--- src/rtl/seg7_scan_driver.sv ---
// seg7_scan_driver: time-multiplexed 7-segment display driver.
// A prescaler divides clk into digit slots. Each slot opens with a short
// anti-ghost window in which every digit is off. Shadow registers hold the
// displayed data, and all outputs are registered. Segment, decimal point and
// digit select are all active-low.
module seg7_scan_driver #(
   parameter int N_DIGITS  = 4,
   parameter int SCAN_DIV  = 50000,
   parameter int BLANK_CYC = 16,
   parameter int BLINK_DIV = 64,
   parameter int HEX_EN    = 0
) (
   input  logic                  clk,
   input  logic                  rst_n,
   input  logic                  enable,
   input  logic                  load,
   input  logic [4*N_DIGITS-1:0] bcd_in,
   input  logic [N_DIGITS-1:0]   dp_in,
   input  logic [N_DIGITS-1:0]   blank_mask,
   input  logic [N_DIGITS-1:0]   blink_mask,
   input  logic                  lzs_en,
   output logic [6:0]            seg_out,
   output logic                  dp_out,
   output logic [N_DIGITS-1:0]   dig_sel
);

   localparam int PW = (SCAN_DIV > 1) ? $clog2(SCAN_DIV) : 1;
   localparam int SW = (N_DIGITS > 1) ? $clog2(N_DIGITS) : 1;
   localparam int FW = (BLINK_DIV > 1) ? $clog2(BLINK_DIV) : 1;

   localparam logic [PW-1:0] PRESC_LAST = PW'(SCAN_DIV - 1);
   localparam logic [PW-1:0] BLANK_END  = PW'(BLANK_CYC);
   localparam logic [SW-1:0] SLOT_LAST  = SW'(N_DIGITS - 1);
   localparam logic [FW-1:0] FRAME_LAST = FW'(BLINK_DIV - 1);
   localparam logic [6:0]    SEG_DARK   = 7'b1111111;
   localparam logic          HEX_ON     = (HEX_EN != 0);

   // Segment pattern for one code, bits g..a (bit 6 = g), active-low
   function automatic logic [6:0] seg_decode(input logic [3:0] code);
      logic [6:0] seg;
      case (code)
         4'h0:    seg = 7'b1000000;
         4'h1:    seg = 7'b1111001;
         4'h2:    seg = 7'b0100100;
         4'h3:    seg = 7'b0110000;
         4'h4:    seg = 7'b0011001;
         4'h5:    seg = 7'b0010010;
         4'h6:    seg = 7'b0000010;
         4'h7:    seg = 7'b1111000;
         4'h8:    seg = 7'b0000000;
         4'h9:    seg = 7'b0010000;
         4'hA:    seg = HEX_ON ? 7'b0001000 : SEG_DARK;
         4'hB:    seg = HEX_ON ? 7'b0000011 : SEG_DARK;
         4'hC:    seg = HEX_ON ? 7'b1000110 : SEG_DARK;
         4'hD:    seg = HEX_ON ? 7'b0100001 : SEG_DARK;
         4'hE:    seg = HEX_ON ? 7'b0000110 : SEG_DARK;
         4'hF:    seg = HEX_ON ? 7'b0001110 : SEG_DARK;
         default: seg = SEG_DARK;
      endcase
      return seg;
   endfunction

   logic [PW-1:0]           presc_r;
   logic [SW-1:0]           slot_r;
   logic [FW-1:0]           frame_r;
   logic                    blink_r;

   logic [4*N_DIGITS-1:0]   bcd_sh_r;
   logic [N_DIGITS-1:0]     dp_sh_r;
   logic [N_DIGITS-1:0]     blank_sh_r;
   logic [N_DIGITS-1:0]     blink_sh_r;

   logic                    wrap_s;
   logic                    frame_tick_s;
   logic [3:0]              code_s [N_DIGITS];
   logic [6:0]              digit_seg_s [N_DIGITS];
   logic [N_DIGITS-1:0]     dark_s;
   logic                    zero_above_s;
   logic                    lzs_hit_s;
   logic [6:0]              sel_seg_s;
   logic                    sel_dp_s;
   logic                    sel_dark_s;
   logic [6:0]              seg_nxt_s;
   logic                    dp_nxt_s;
   logic [N_DIGITS-1:0]     dig_nxt_s;

   assign wrap_s       = (presc_r == PRESC_LAST);
   assign frame_tick_s = wrap_s && (slot_r == SLOT_LAST);

   // Scan timebase: prescaler, slot index, frame counter and blink phase
   always_ff @(posedge clk or negedge rst_n) begin
      if (!rst_n) begin
         presc_r <= {PW{1'b0}};
         slot_r  <= {SW{1'b0}};
         frame_r <= {FW{1'b0}};
         blink_r <= 1'b0;
      end else begin
         if (wrap_s) begin
            presc_r <= {PW{1'b0}};
            if (slot_r == SLOT_LAST) begin
               slot_r <= {SW{1'b0}};
            end else begin
               slot_r <= slot_r + SW'(1'b1);
            end
         end else begin
            presc_r <= presc_r + PW'(1'b1);
         end
         if (frame_tick_s) begin
            if (frame_r == FRAME_LAST) begin
               frame_r <= {FW{1'b0}};
               blink_r <= ~blink_r;
            end else begin
               frame_r <= frame_r + FW'(1'b1);
            end
         end
      end
   end

   // Shadow registers; a held load strobe keeps re-capturing so the last cycle wins
   always_ff @(posedge clk or negedge rst_n) begin
      if (!rst_n) begin
         bcd_sh_r   <= {(4*N_DIGITS){1'b0}};
         dp_sh_r    <= {N_DIGITS{1'b0}};
         blank_sh_r <= {N_DIGITS{1'b0}};
         blink_sh_r <= {N_DIGITS{1'b0}};
      end else if (load) begin
         bcd_sh_r   <= bcd_in;
         dp_sh_r    <= dp_in;
         blank_sh_r <= blank_mask;
         blink_sh_r <= blink_mask;
      end
   end

   // Per-digit decode and darkness; walk from the top digit to track leading zeros
   always_comb begin
      zero_above_s = 1'b1;
      lzs_hit_s    = 1'b0;
      dark_s       = {N_DIGITS{1'b0}};
      for (int k = N_DIGITS - 1; k >= 0; k--) begin
         code_s[k]      = bcd_sh_r[4*k +: 4];
         digit_seg_s[k] = seg_decode(code_s[k]);
         lzs_hit_s      = lzs_en && zero_above_s && (code_s[k] == 4'h0) && (k > 0);
         dark_s[k]      = blank_sh_r[k] || (blink_sh_r[k] && blink_r) || lzs_hit_s;
         zero_above_s   = zero_above_s && (code_s[k] == 4'h0);
      end
   end

   // Pick the digit addressed by the current slot
   always_comb begin
      sel_seg_s  = SEG_DARK;
      sel_dp_s   = 1'b0;
      sel_dark_s = 1'b1;
      for (int k = 0; k < N_DIGITS; k++) begin
         sel_seg_s  = (slot_r == SW'(k)) ? digit_seg_s[k] : sel_seg_s;
         sel_dp_s   = (slot_r == SW'(k)) ? dp_sh_r[k]     : sel_dp_s;
         sel_dark_s = (slot_r == SW'(k)) ? dark_s[k]      : sel_dark_s;
      end
   end

   // Next output values: enable gate, anti-ghost window, dark-digit override
   always_comb begin
      seg_nxt_s = SEG_DARK;
      dp_nxt_s  = 1'b1;
      dig_nxt_s = {N_DIGITS{1'b1}};
      if (enable) begin
         if (presc_r >= BLANK_END) begin
            dig_nxt_s = ~(N_DIGITS'(1'b1) << slot_r);
         end else begin
            dig_nxt_s = {N_DIGITS{1'b1}};
         end
         if (sel_dark_s) begin
            seg_nxt_s = SEG_DARK;
            dp_nxt_s  = 1'b1;
         end else begin
            seg_nxt_s = sel_seg_s;
            dp_nxt_s  = ~sel_dp_s;
         end
      end else begin
         seg_nxt_s = SEG_DARK;
         dp_nxt_s  = 1'b1;
         dig_nxt_s = {N_DIGITS{1'b1}};
      end
   end

   // Output registers, inactive while in reset
   always_ff @(posedge clk or negedge rst_n) begin
      if (!rst_n) begin
         seg_out <= SEG_DARK;
         dp_out  <= 1'b1;
         dig_sel <= {N_DIGITS{1'b1}};
      end else begin
         seg_out <= seg_nxt_s;
         dp_out  <= dp_nxt_s;
         dig_sel <= dig_nxt_s;
      end
   end

endmodule
--- config.mk ---
export PLATFORM = sky130hd
export DESIGN_NAME = seg7_scan_driver
export DESIGN_NICKNAME = d
export VERILOG_FILES = /design/src/rtl/seg7_scan_driver.sv
export SDC_FILE = /design/constraint.sdc
export NUM_CORES = 1
export LEC_CHECK = 0
export CAP_MARGIN = 40
export CORE_UTILIZATION = 30
export CTS_CLUSTER_DIAMETER = 30
export DETAILED_ROUTE_END_ITERATION = 6
export GPL_ROUTABILITY_DRIVEN = 0
export GPL_TIMING_DRIVEN = 1
export HOLD_SLACK_MARGIN = 0.06
export PLACE_DENSITY = 0.52
export SLEW_MARGIN = 10
export SYNTH_ARGS = -nofsm -noshare
export SYNTH_HDL_FRONTEND = slang
export SYNTH_SLANG_ARGS = --single-unit
--- constraint.sdc ---
create_clock -name clk -period 5.1 [get_ports clk]
set_input_delay 0.765 -clock clk [delete_from_list [all_inputs] [get_ports clk]]
set_output_delay 0.765 -clock clk [all_outputs]
set_load 0.01 [all_outputs]
==> impl_metrics.yaml, run 1 <==
run_status:
  status: "finished clean"
detailed_routing:
  drt-initial-drc-count: 169
  vias: 2807
  dr.pass1.iters: 4
  drc: 0
  wl_um: 8300
  avgRoutedWirePerCell_um: 14.0
  ant_nets: 0
  vias_per_cell: 4.73
clock_tree:
  clk_pin_slew_ps: 60
  cts_resized: 0
  clock_latency_ps: 330
  cts_root_buf: "clkbuf_16"
  holdBufCountCts: 0
  cts_setup_buffers: 0
  cts_sinks: 65
  cts_buffers: 9
  htreeDepth: 3
  clockBufferDepth: 2
  cts_tree: "done"
cells_and_area:
  finalNonFillerCells: 593
  multiInputGateArea_sq_mm: 0.00195
  n_antenna_cell: 0
  area_growth_pct: 24.3
  register_area_sq_mm: 0.00164
  drive_gt1_share_pct: 13.9
  fin_nets: 479
  fill_cells: 1197
setup_path:
  rrSetupSlack_ps: 2750
  worstPathMaxFanout: 15
  r2r_end: "seg_out[4]$_DFF_PN1_"
  startpoint: "slot_r[0]$_DFFE_PN0N_"
  startpoint_type: "flop"
  reg2reg_from: "slot_r[0]$_DFFE_PN0N_"
  arrival_ps: 2590
  critPathCapture: "seg_out[4]$_DFF_PN1_"
  reg2reg_depth: 5
  crit_type: "reg -> reg"
  end_kind: "flop"
  crit_required_ps: 5340
floorplan:
  core_sq_mm: 0.0121
  dieArea_sq_mm: 0.0129
  io_pins: 45
  die_x_um: 113
  initial_core_util_pct: 30.9
  dieHeight_um: 113
  rows: 40
global_route:
  grt_start_max_net_pins: 43
  track_usage_pct: 14.1
  antenna_found_initial: 0
  gr-total-overflow: 0
  grt_pass1_vias: 2868
  grt_pass1_wl_um: 14100
placement:
  hpwl_um: 6140
  place_ws_ps: 2530
  place_inst: 577
  port_buffers: 44
timing:
  setup_violations: 0
  fin_worst_skew_ps: 5.04
  fmax_mhz: 426
  finalCritPeriodShare_pct: 46.0
  worst_slew_pin_slew_ps: 645
  drv_slew: 0
  hold_violations: 0
  fin_ws_ps: 2750
  rsz0062_at_grt: "false"
  fin_crit_ps: 2350
  setup-tns-final_ps: 0
  relSlewSlack_pct: 56.7
job:
  cap_violations: 0
logic_synthesis:
  synth_edf_count: 0
  synthesis.instances: 376
  synth_area_leaders: "dfrtp_1 (36%), ha_1 (8.7%), dfstp_2 (8.5%)"
  synth_nets: 435
  synth_top_cell_by_area: "dfrtp_1"
  ys_ff_latch: 65
  async_flop_share_pct: 100
  ys_warn_count: 0
  avgSynthCellArea_sq_um: 9.91
  synth_area_sq_mm: 0.00373
  synth-main-ff-cell: "dfrtp_1"
  ys_types: 58
  synth_top_area_share_pct: 35.6
  ys_seq_area_share_pct: 44.1
power:
  p_leak_uw: 0.00194
  power.total_uw: 1360
  power_density_mw_per_mm2: 293
  peakVddDrop_mv: 0.119
worst_hold_path:
  hold_path_class: "in -> async"
==> report_power, final <==
part           internal [uW]  leakage (uW)  total, uW  switching (uW)
combinational           91.5       0.00101        173            81.8
clock                    376      0.000140        602             226
sequential               547      0.000794        581            33.6
==> worst max-delay path, cell delays in order (launching register included) <==
cell and delay [ps]:
dfrtp_1 370, ha_1 560, inv_1 190, a211oi_1 410
a221oi_4 180, or4_1 540
==> through the flow <==
step	util (%)	area, sq um	hold WS (ps)
global route	38.4	4630	437
CTS	38.4	4630	424
finish	38.4	4630	418
detailed placement	36.1	4350	475
global placement	35.9	4320	464
floorplan	-	3730	445
==> cells in the mapped netlist (all sizes together), types with 2 or more instances <==
master and count:
nand4b 2, a21oi 20, o21ai 29, o221ai 2, ha 26, nand3b 2
a21o 2, dfstp 12, a31oi 4, nor4 2, nand4 4, inv 18
a22oi 2, dfrtp 53, xnor2 7, a221oi 3, or4 3, and2 3
nor3 6, nand3 13, xor2 9, buf 2, mux2 18, or3 4
and3 5, o31ai 2, clkbuf 12, a211o 2, nand2b 13, nor2 25
o22ai 4, nor2b 10, nand2 42
==> cell usage in the layout, fill, tap and decap left out, types with 3 or more instances in the layout <==
master and count:
ha_1 26, dfrtp_1 53, xnor2_1 7, and3_1 3
nor2_1 25, dfstp_2 12, nand2b_1 13, nand4_1 4
clkbuf_1 3, o21ai_0 27, nand2_1 42, mux2_2 17
clkinv_2 3, clkdlybuf4s50_1 43, o22ai_1 4, nor3_1 6
xor2_1 9, nor2b_1 10, and2_1 3, a31oi_1 4
a21oi_1 20, nand3_1 12, or3_1 4, inv_1 18
clkbuf_16 9
==> how the worst min path moves through the flow <==
stage | from | endpoint | slack [ps] | depth (start not counted)
after global placement | frame_r[5]$_DFFE_PN0P_ | frame_r[5]$_DFFE_PN0P_ | 460 | 1
final | rst_n | bcd_sh_r[5]$_DFFE_PN0P_ | 420 | 2
after detailed placement | frame_r[5]$_DFFE_PN0P_ | frame_r[5]$_DFFE_PN0P_ | 480 | 1
after global routing | rst_n | bcd_sh_r[5]$_DFFE_PN0P_ | 440 | 2
after CTS | rst_n | bcd_sh_r[4]$_DFFE_PN0P_ | 420 | 2
after floorplan | frame_r[5]$_DFFE_PN0P_ | frame_r[5]$_DFFE_PN0P_ | 450 | 1
==> routing by layer <==
layer	up-vias	track usage [%]	wire length, um	share of wire [%]
li1	1399	-	-	-
met1	1352	17.6	3880	47
met2	46	23.8	4050	49
met3	10	3.35	284	3.4
met4	0	5.26	88	1.1
met5	-	0	0	0
==> cells by family (layout without fill, tap and decap cells) <==
family,count (synthesis),after routing,synth area share (%)
buffers and inverters,32,81,3.49
DFF,65,65,44.1
AOI/OAI and AO/OA,80,80,14.2
muxes,19,19,5.81
xor gates and xnor gates,16,16,3.76
adders and majority gates,26,26,8.73
and+or+nand+nor,138,138,19.9
==> sequential cells by signal (all words and copies together), names as in the netlist <==
signal and count:
dig_sel 4, blank_sh_r 4, frame_r 6, dp_out 1
slot_r 2, seg_out 7, blink_sh_r 4, dp_sh_r 4
presc_r 16, bcd_sh_r 16, blink_r 1
==> final cells by class <==
| type | instances | share of cell area, % |
|---|---|---|
| clock inverter | 4 | 0.972 |
| timing repair buffer | 47 | 10.3 |
| inverter | 18 | 1.46 |
| clock buffer | 12 | 5.10 |
| tap | 168 | 4.54 |
| multi-input combinational | 279 | 42.2 |
| sequential | 65 | 35.4 |
Power figures use the tool's default switching activity.
==> run 2, diff against run 1 <==
==> constraint.sdc (replaced) <==
create_clock -name clk -period 2.2 [get_ports clk]
set_input_delay 0.33 -clock clk [delete_from_list [all_inputs] [get_ports clk]]
set_output_delay 0.33 -clock clk [all_outputs]
set_load 0.01 [all_outputs]
==> run 2 against run 1 <==
Effect of this change: maximum frequency rose by 14%; sequential share of layout area is 1.1 points lower; die area unchanged; hold slack gained 68 ps; worst setup slack lost 2600 ps; clock power up 140%; core utilization increased by 1.2 points; flip-flop and latch count unchanged; cell count grew 1.9%; non-clock buffer count is 11 higher; combinational power grew to 2.5 times the previous value; global-route usage about the same; largest power group unchanged.
==> impl_metrics.yaml, run 2 (same netlist as run 1, synthesis figures left out) <==
floorplan:
  core_sq_mm: 0.0121
  io_pins: 45
  dieHeight_um: 113
  initial_core_util_pct: 30.9
  rows: 40
  dieArea_sq_mm: 0.0129
  die_x_um: 113
setup_path:
  worstPathMaxFanout: 8
  arrival_ps: 2310
  startpoint_type: "flop"
  crit_required_ps: 2440
  end_kind: "flop"
  crit_type: "reg -> reg"
worst_hold_path:
  hold_path_class: "reg -> reg"
cells_and_area:
  area_growth_pct: 28.3
  fin_nets: 490
  final_common_cell: "dfrtp_1"
  top_regs: "bcd_sh_r (16), presc_r (16), seg_out (7)"
  design_area_sq_mm: 0.00478
  final_cell_mix: "dfrtp_1 (53), clkdlybuf4s50_1 (43), nand2_1 (42)"
  drive_gt1_share_pct: 17.7
  n_antenna_cell: 0
detailed_routing:
  dr_wl_met3_um: 201
  wl_um: 8320
  vias_per_cell: 4.75
  ant_nets: 0
  avgRoutedWirePerCell_um: 13.8
  m1WireLength_um: 3880
  vias: 2869
  drc: 0
  top_layer_used: "met4"
  dr.pass1.iters: 4
  drt-initial-drc-count: 138
  dr_wl_met2_um: 4110
timing:
  worst_slew_pin_slew_ps: 495
  setup_violations: 0
  hold_violations: 0
  setup-tns-final_ps: 0
  rsz0062_at_grt: "false"
  fin_worst_skew_ps: 6.16
  fmax_mhz: 484
  drv_slew: 0
  relSlewSlack_pct: 66.8
  fin_crit_ps: 2070
  finalCritPeriodShare_pct: 93.9
  fin_ws_ps: 134
run_status:
  status: "finished clean"
global_route:
  grt_pass1_wl_um: 14000
  track_usage_pct: 14.1
  grt_pass1_vias: 2931
  gr-total-overflow: 0
  antenna_found_initial: 0
  grt_start_max_net_pins: 66
clock_tree:
  clockBufferDepth: 2
  cts_tree: "done"
  clock_latency_ps: 330
  cts_setup_buffers: 0
  cts_sinks: 65
  cts_root_buf: "clkbuf_16"
  clk_pin_slew_ps: 60
  htreeDepth: 3
  cts_buffers: 9
placement:
  place_ws_ps: 101
  place_area_sq_mm: 0.00443
  hpwl_um: 6210
  port_buffers: 44
power:
  power_density_mw_per_mm2: 671
  p_leak_uw: 0.00200
  peakVddDrop_mv: 0.343
job:
  cap_violations: 0
run 2: cell count changes in the layout (fill, tap and decap cells not counted), sizes merged:
cell         previous run  this run
dlygate4sd3             0         1
inv                    18        19
clkinv                  3         2
clkinvlp                0         3
buf                     4        14
clkbuf                 12         9
run 2: final timing paths:
check | start | endpoint | slack, ps | depth (start not counted)
max | bcd_sh_r[9]$_DFFE_PN0P_ | seg_out[4]$_DFF_PN1_ | 130 | 7
min | frame_r[5]$_DFFE_PN0P_ | frame_r[5]$_DFFE_PN0P_ | 490 | 1
max reg2reg | bcd_sh_r[9]$_DFFE_PN0P_ | seg_out[4]$_DFF_PN1_ | 130 | 7
min reg2reg | frame_r[5]$_DFFE_PN0P_ | frame_r[5]$_DFFE_PN0P_ | 490 | 1
max in group asynchronous | rst_n | dig_sel[3]$_DFF_PN1_ | 1340 | 3
min in group asynchronous | rst_n | bcd_sh_r[6]$_DFFE_PN0P_ | 540 | 3
run 2: timing repair:
action / in CTS / in global routing
setup endpoints to repair: 0 / 8
gates resized for setup: 0 / 6
hold buffers: 1 / 0
endpoints found under the hold margin: 53 / 0
run 2: power by group:
| group | total (uW) | switching (uW) | internal (uW) |
|---|---|---|---|
| sequential | 1340 | 69.5 | 1270 |
| clock | 1440 | 557 | 884 |
| combinational | 433 | 208 | 225 |
run 2: layer usage:
metal,vias up,track usage [%]
li1,1423,-
met1,1402,17.5
met2,33,24.3
met3,11,2.39
met4,0,5.79
met5,-,0
run 2: metrics by stage:
step	hold WS, ps	total power (uW)	std cells	utilization, %
final	486	3210	604	39.6
after global routing	513	3360	604	39.6
after CTS	486	3250	604	39.3
after detailed placement	374	1780	587	36.7
after global placement	378	1780	587	36.7
after floorplan	34.4	1590	376	-
run 2: cell type report:
class	count	area, sq um
well taps	168	210
clock buffers	9	225
clock inverters	7	78.8
multi-input cells	279	1990
repair buffers	58	568
fillers	1195	7280
inverters	18	67.6
flip-flops and latches	65	1640
run 2: worst max-delay path: stages, from the launching register on:
cell	delay (ps)
dfrtp_1	420
inv_1	80
ha_1	190
or3b_1	240
nor2_1	90
a2111oi_4	330
a221oi_4	100
or4_1	530
==> run 3, diff against run 2 <==
--- a/config.mk
+++ b/config.mk
@@ -10,7 +10,6 @@
 export CTS_CLUSTER_DIAMETER = 30
 export DETAILED_ROUTE_END_ITERATION = 6
 export GPL_ROUTABILITY_DRIVEN = 0
-export GPL_TIMING_DRIVEN = 1
 export HOLD_SLACK_MARGIN = 0.06
 export PLACE_DENSITY = 0.52
 export SLEW_MARGIN = 10
==> results of run 3 <==
No change in the layout: final DEF, timing and power equal those of run 2.
